File: config.mk
export PLATFORM = sky130hd
export DESIGN_NAME = fifo_control_flat
export DESIGN_NICKNAME = d
export VERILOG_FILES = /design/src/rtl/fifo_pkg.sv /design/src/rtl/fifo_control_if.sv /design/src/rtl/fifo_flag_gen.sv /design/src/rtl/fifo_control.sv /design/src/flat_wrapper.sv
export SDC_FILE = /design/constraint.sdc
export NUM_CORES = 1
export LEC_CHECK = 0
export CAP_MARGIN = 40
export CORE_AREA = 2 2 39 41
export CTS_CLUSTER_DIAMETER = 60
export DETAILED_ROUTE_END_ITERATION = 12
export DIE_AREA = 0 0 41 43
export DONT_BUFFER_PORTS = 1
export RECOVER_POWER = 50
export SLEW_MARGIN = 40
export SYNTH_ARGS = -nofsm -noshare
export SYNTH_HDL_FRONTEND = slang
export SYNTH_HIERARCHICAL = 1
export SYNTH_SLANG_ARGS = --single-unit
File: constraint.sdc
create_clock -name clk -period 2.5 [get_ports clk]
set_input_delay 0.25 -clock clk [delete_from_list [all_inputs] [get_ports clk]]
set_output_delay 0.25 -clock clk [all_outputs]
set_load 0.02 [all_outputs]
File: src/rtl/fifo_pkg.sv
// Shared FIFO sizing constants and helpers, reused by the controller and the wrapper.
package fifo_pkg;

    localparam int ADDR_W = 2;
    localparam int DEPTH  = 2 ** ADDR_W;
    localparam int CNT_W  = ADDR_W + 1;

    function automatic int depth_of(input int aw);
        return 2 ** aw;
    endfunction

    function automatic int cnt_w_of(input int aw);
        return aw + 1;
    endfunction

endpackage

File: src/rtl/fifo_control_if.sv
// Push/pop request and pointer/flag bundle between a FIFO client and fifo_control.
interface fifo_control_if #(
    parameter int address_width = 2
);
    logic                     push;
    logic                     pop;
    logic                     wr_enable;
    logic                     rd_enable;
    logic [address_width-1:0] wr_ptr;
    logic [address_width-1:0] rd_ptr;
    logic [address_width:0]   count;
    logic                     full;
    logic                     empty;
    logic                     almost_full;
    logic                     almost_empty;
    logic                     fifo_error;

    modport master (
        output push, pop,
        input  wr_enable, rd_enable, wr_ptr, rd_ptr, count,
        input  full, empty, almost_full, almost_empty, fifo_error
    );

    modport slave (
        input  push, pop,
        output wr_enable, rd_enable, wr_ptr, rd_ptr, count,
        output full, empty, almost_full, almost_empty, fifo_error
    );
endinterface

File: src/rtl/fifo_flag_gen.sv
// Decodes the registered occupancy count into the FIFO status flags.
module fifo_flag_gen #(
    parameter int CNT_W = 3,
    parameter int DEPTH = 4,
    parameter int AF    = 3,
    parameter int AE    = 1
) (
    input  logic [CNT_W-1:0] i_count,
    output logic             o_full,
    output logic             o_empty,
    output logic             o_almost_full,
    output logic             o_almost_empty
);
    assign o_full         = (i_count == CNT_W'(DEPTH));
    assign o_empty        = (i_count == '0);
    assign o_almost_full  = (i_count >= CNT_W'(AF));
    assign o_almost_empty = (i_count <= CNT_W'(AE));
endmodule

File: src/rtl/fifo_control.sv
// FIFO pointer/count controller; define ERROR_STICKY_EN to latch fifo_error until reset.
module fifo_control
    import fifo_pkg::*;
#(
    parameter int address_width    = ADDR_W,
    parameter int almost_full_thr  = 3,
    parameter int almost_empty_thr = 1
) (
    input  logic           clk,
    input  logic           reset,
    fifo_control_if.slave  bus
);
    localparam int L_DEPTH = depth_of(address_width);
    localparam int L_CNT_W = cnt_w_of(address_width);

    logic [address_width-1:0] r_wr_ptr;
    logic [address_width-1:0] r_rd_ptr;
    logic [L_CNT_W-1:0]       r_count;
    logic                     r_err;

    logic w_full;
    logic w_empty;
    logic w_afull;
    logic w_aempty;
    logic w_wr_en;
    logic w_rd_en;
    logic w_err;

    fifo_flag_gen #(
        .CNT_W (L_CNT_W),
        .DEPTH (L_DEPTH),
        .AF    (almost_full_thr),
        .AE    (almost_empty_thr)
    ) u_flags (
        .i_count        (r_count),
        .o_full         (w_full),
        .o_empty        (w_empty),
        .o_almost_full  (w_afull),
        .o_almost_empty (w_aempty)
    );

    // A pop on a full FIFO frees the slot the simultaneous push takes.
    always_comb begin
        w_wr_en = reset & bus.push & (~w_full | bus.pop);
        w_rd_en = reset & bus.pop & ~w_empty;
        w_err   = (bus.push & w_full & ~bus.pop) | (bus.pop & w_empty);
    end

    always_ff @(posedge clk or negedge reset) begin
        if (!reset) begin
            r_wr_ptr <= '0;
            r_rd_ptr <= '0;
            r_count  <= '0;
            r_err    <= 1'b0;
        end else begin
            if (w_wr_en)
                r_wr_ptr <= r_wr_ptr + 1'b1;
            if (w_rd_en)
                r_rd_ptr <= r_rd_ptr + 1'b1;
            r_count <= r_count + L_CNT_W'(w_wr_en)
                               - L_CNT_W'(w_rd_en);
`ifdef ERROR_STICKY_EN
            r_err <= r_err | w_err;
`else
            r_err <= w_err;
`endif
        end
    end

    assign bus.wr_enable    = w_wr_en;
    assign bus.rd_enable    = w_rd_en;
    assign bus.wr_ptr       = r_wr_ptr;
    assign bus.rd_ptr       = r_rd_ptr;
    assign bus.count        = r_count;
    assign bus.full         = w_full;
    assign bus.empty        = w_empty;
    assign bus.almost_full  = w_afull;
    assign bus.almost_empty = w_aempty;
    assign bus.fifo_error   = r_err;
endmodule

File: src/flat_wrapper.sv
// flat-port wrapper written by rule: the top's interface ports become plain ports
module fifo_control_flat import fifo_pkg::*;
#(
    parameter int address_width    = ADDR_W,
    parameter int almost_full_thr  = 3,
    parameter int almost_empty_thr = 1
)
  (clk, reset, bus_push, bus_pop, bus_wr_enable, bus_rd_enable, bus_wr_ptr, bus_rd_ptr, bus_count, bus_full, bus_empty, bus_almost_full, bus_almost_empty, bus_fifo_error);
  fifo_control_if #(.address_width(address_width)) bus_i ();
  input  logic clk;
  input  logic reset;
  input wire logic [$bits(bus_i.push)-1:0] bus_push;
  input wire logic [$bits(bus_i.pop)-1:0] bus_pop;
  output wire logic [$bits(bus_i.wr_enable)-1:0] bus_wr_enable;
  output wire logic [$bits(bus_i.rd_enable)-1:0] bus_rd_enable;
  output wire logic [$bits(bus_i.wr_ptr)-1:0] bus_wr_ptr;
  output wire logic [$bits(bus_i.rd_ptr)-1:0] bus_rd_ptr;
  output wire logic [$bits(bus_i.count)-1:0] bus_count;
  output wire logic [$bits(bus_i.full)-1:0] bus_full;
  output wire logic [$bits(bus_i.empty)-1:0] bus_empty;
  output wire logic [$bits(bus_i.almost_full)-1:0] bus_almost_full;
  output wire logic [$bits(bus_i.almost_empty)-1:0] bus_almost_empty;
  output wire logic [$bits(bus_i.fifo_error)-1:0] bus_fifo_error;
  assign bus_i.push = bus_push;
  assign bus_i.pop = bus_pop;
  assign bus_wr_enable = bus_i.wr_enable;
  assign bus_rd_enable = bus_i.rd_enable;
  assign bus_wr_ptr = bus_i.wr_ptr;
  assign bus_rd_ptr = bus_i.rd_ptr;
  assign bus_count = bus_i.count;
  assign bus_full = bus_i.full;
  assign bus_empty = bus_i.empty;
  assign bus_almost_full = bus_i.almost_full;
  assign bus_almost_empty = bus_i.almost_empty;
  assign bus_fifo_error = bus_i.fifo_error;
  fifo_control #(.address_width(address_width), .almost_full_thr(almost_full_thr), .almost_empty_thr(almost_empty_thr)) u_core (.clk(clk), .reset(reset), .bus(bus_i));
endmodule
=== Yosys cells after proc, flatten, opt, wreduce, memory -nomap -nowiden ===
Index checks and enable logic that the tools add are counted.

* Add/sub/neg operators: 4
* Order comparisons: 2
* Eq/ne operators: 1
* Bitwise logic cells: 12
* Reductions and logical operators: 1

{| class="wikitable"
|+ Operators with widths
! cell !! count
|-
| $and A1 B1 Y1 || 7
|-
| $add A2 B1 Y2 const B || 2
|-
| $add A3 B1 Y3 || 1
|-
| $eq A3 B3 Y1 const B || 1
|-
| $ge A3 B2 Y1 const B || 1
|-
| $le A3 B1 Y1 const B || 1
|-
| $logic_not A3 Y1 || 1
|-
| $not A1 Y1 || 3
|-
| $sub A3 B1 Y3 || 1
|-
| $or A1 B1 Y1 || 2
|}

* Register bits after elaboration: 8
* Input port bits: 4
* Logic and storage cells: 24

=== Logic depth before layout (Yosys ltp) ===
* Depth after elaboration: 6
* Mapped depth: 8

=== Cells and area by module ===
Netlist, hierarchy kept.

{| class="wikitable"
|+ Modules (own cells, without submodules)
! module !! instances !! cells an instance !! area each (um^2) !! seq. area each (um^2)
|-
| fifo_control || 1 || 29 || 377.9 || 200.2
|-
| fifo_flag_gen || 1 || 4 || 30.0 || 0.0
|}

=== Worst setup path after synthesis ===
Ideal clock, no wire load.

* Kind: flip-flop to flip-flop
* From: register u_core.r_count[1] (netlist: u_core/bus.count[1])
* To: register u_core.r_count[2] (netlist: u_core/bus.count[2])
* Setup time: 0.080 ns
* Data arrival time: 2.629 ns
* Setup slack: -0.209 ns
* Cell stages (with the launch flop): 9
* Clock period less this slack: 2.709 ns
* Cells stage by stage: dfrtp_1 -> nor3_1 -> and3b_2 -> ha_1 -> inv_1 -> ha_1 -> fa_1 -> xnor2_1 -> xnor2_1

* Elaborated cells between the ends (all ways): 9
* Classes of those cells: add/sub: 2; eq/ne: 1; bitwise: 5; reduce/logical: 1

{| class="wikitable"
|+ RTL lines
! element !! RTL line !! source
|-
| from (decl) || fifo_control.sv:18 || <nowiki>logic [L_CNT_W-1:0] r_count;</nowiki>
|-
| from (signal assigned) || fifo_control.sv:60 || <nowiki>r_count <= r_count + L_CNT_W'(w_wr_en)</nowiki>
|-
| $logic_not A3 Y1 || fifo_flag_gen.sv:15 || <nowiki>assign o_empty = (i_count == '0);</nowiki>
|-
| named net bus_empty || flat_wrapper.sv:20 || <nowiki>output wire logic [$bits(bus_i.empty)-1:0] bus_empty;</nowiki>
|-
| $not A1 Y1 || fifo_control.sv:45 || <nowiki>w_rd_en = reset & bus.pop & ~w_empty;</nowiki>
|-
| $and A1 B1 Y1 || fifo_control.sv:45 ||
|-
| named net bus_rd_enable || flat_wrapper.sv:15 || <nowiki>output wire logic [$bits(bus_i.rd_enable)-1:0] bus_rd_enable;</nowiki>
|-
| $sub A3 B1 Y3 || fifo_control.sv:61 || <nowiki>- L_CNT_W'(w_rd_en);</nowiki>
|}

The timed path passes the listed nets, and every way through them passes these cells.
A chain may end at the register's enable or synchronous reset.

=== Worst setup path after layout ===
* From: register u_core.r_count[1] (netlist: u_core/bus.count[1])
* To: register u_core.r_count[2] (netlist: u_core/bus.count[2])

* Elaborated cells between the ends (all ways): 9
* Classes of those cells: add/sub: 2; eq/ne: 1; bitwise: 5; reduce/logical: 1

{| class="wikitable"
|+ RTL lines
! element !! RTL line
|-
| $logic_not A3 Y1 || fifo_flag_gen.sv:15
|-
| $not A1 Y1 || fifo_control.sv:45
|-
| $and A1 B1 Y1 || fifo_control.sv:45
|-
| named net bus_rd_enable || flat_wrapper.sv:15
|-
| $sub A3 B1 Y3 || fifo_control.sv:61
|}

The timed path passes the listed nets, and every way through them passes these cells.

==> qor.txt <==
Fill cells: 139
I/O pin total: 18
Status: finished, final reports clean
Setup TNS: 0 ns
DRT Wirelength: 920 microns
Final cell count without fillers: 58
Dpl ws: 0.297 ns
Startpoint type of the worst setup path: register
Netlist cell types: 17
VDD IR max: 0.457 mV
Layout Nets: 51
Post-route total power: 775 uW
RD Place Congestion: 0.732
Num CTS Buffers: 3
Final Cycle Share: 0.891
Initial core utilization: 0.295
Max Clock Skew: 0.00956 ns
Final setup violation count: 0
Syn Area/Cell: 12.4 sq um
Max-Cap Viols: 0
Fin. max-slew vios: 0
Hold_sp: bus_pop
Initial antenna violation count: 0
Worst R2R Path Depth: 8
Clk buf depth: 2
CTS tree: built
Hold Crit Class: in2reg
Synthesized cell area: 408 sq um
RSZ-0062 raised after global routing: no
Via count: 276
Global-route wire length before repair: 1.50 mm
Synth Instances: 33
H-tree depth: 1
Initial DRC Count: 4
Reg clk slew, reported paths: 0.06 ns
Slew @ Worst Pin: 0.389 ns
Sequential fraction of the synthesis area: 0.491
Setup CP Type: reg2reg
Gr ovfl total: 0
FP Rows: 14
Crit path max fanout: 4
Critical path data arrival time: 2.41 ns
# DRC: 0
Global Route Usage Sum: 0.137
Leakage Power: 0.239 nW
Area Overhead vs Synth: 23.3%
# clock sinks: 8
Die width: 41 microns
Syn nets: 40
Cells after DPL: 54
Post-layout util: 0.363
Max-slew headroom: 0.740
Post-CTS Setup Bufs: 0
Final Instance Area: 503 sq um
Die height: 43 microns
Vias/cell: 4.76
Hold_buf cts: 1
Most frequent cells in the layout: 8 x dfrtp_1, 5 x buf_4, 5 x inv_1
Ant. Diodes: 0
Largest net degree at the start of global routing: 9
Core box area: 0.00138 sq mm
Routed wire length per instance: 15.9 microns
Drt pass-1 iters: 4
Clk Latency, worst-skew pair: 0.26 ns
Commonest non-fill, non-tap cell in the layout: dfrtp_1
FMAX: 449 MHz
Vias in the first global route: 309
Root Driver: clkbuf_4
Final WS setup: 0.272 ns
Worst Setup End Kind: register
FF-to-FF Start: u_core/bus.count[1]
Share of cells above drive strength 1: 0.357
Post_cts resized: 0
PwrDens: 1540 mW/mm^2
WP data required: 2.69 ns
Post-DP Area: 470 sq um
Detailed placer's ending HPWL: 673 microns
Worst Setup SP: u_core/bus.count[1]
Full die area: 0.00176 sq mm
WHS Path Cells: 2
Seq cells post-synth: 8
Syn. warnings: 6
IO Port Bufs: 0
Final Hold Vio Count: 0
Hold Slack: 0.134 ns
Fin crit period: 2.23 ns
Post-DRT Antenna Nets: 0
[worst paths after layout]
kind	to	slack, ns
min	u_core/bus.fifo_error	0.13
max	u_core/bus.count[2]	0.27
max reg2reg	u_core/bus.count[2]	0.27
min in group asynchronous	u_core/bus.rd_ptr[1]	0.34
max in group asynchronous	u_core/bus.wr_ptr[0]	1.87
min reg2reg	u_core/bus.wr_ptr[1]	0.62
[metal layers]
metal | up-vias | routed length (microns) | track usage
met1 | 143 | 322 | 0.156
met5 | - | 0 | 0
li1 | 122 | - | -
met2 | 9 | 530 | 0.219
met4 | 0 | 8 | 0.0600
met3 | 2 | 60 | 0.0471
[layout make-up]
cell class              instances  area (sq um)  area share
clock buffers                   3          22.5      0.0448
multi-input cells              20           194       0.386
well taps                      16          20.0      0.0398
inverters                       5          18.8      0.0373
flip-flops and latches          8           200       0.398
repair buffers                  6          47.5      0.0945
[state kept, by name, summed over array words and instances (netlist names)]
name and count:
u_core/bus.count 3, u_core/bus.fifo_error 1, u_core/bus.rd_ptr 2, u_core/bus.wr_ptr 2
[synth_stat cells (all sizes together)]
cell type | number | area (sq um)
xnor2 | 4 | 35.0
fa | 1 | 20.0
nand4 | 1 | 6.26
dfrtp | 8 | 200
nor3 | 1 | 5.00
inv | 5 | 18.8
and3b | 1 | 10.0
nor2 | 1 | 3.75
o21ai | 1 | 5.00
a21o | 1 | 8.76
nand2 | 2 | 7.51
nor3b | 1 | 12.5
xor2 | 2 | 25.0
and3 | 1 | 11.3
ha | 2 | 25.0
nand2b | 1 | 13.8
[kinds of logic (layout without fill, tap and decap cells)]
| family | after synthesis | after routing | synth area share |
|---|---|---|---|
| AND/OR/NAND/NOR | 9 | 9 | 0.172 |
| buffers and inverters | 5 | 14 | 0.0460 |
| flip-flops | 8 | 8 | 0.491 |
| XOR/XNOR | 6 | 6 | 0.147 |
| adder cells (fa/ha/maj) | 3 | 3 | 0.110 |
| AO/OA/AOI/OAI | 2 | 2 | 0.0337 |
[worst max-delay path: stages (launching register included)]
cell	delay (ns)
dfrtp_1	0.39
nor3_2	0.20
and3b_2	0.31
ha_1	0.30
inv_1	0.04
ha_1	0.18
fa_1	0.39
xnor2_1	0.20
xnor2_1	0.14
[report_power, final]
part	leakage (nW)	switching [mW]	internal, mW
combinational	0.130	0.214	0.155
clock	0.0138	0.0486	0.0552
sequential	0.0954	0.105	0.196
Power figures use the tool's default switching activity.
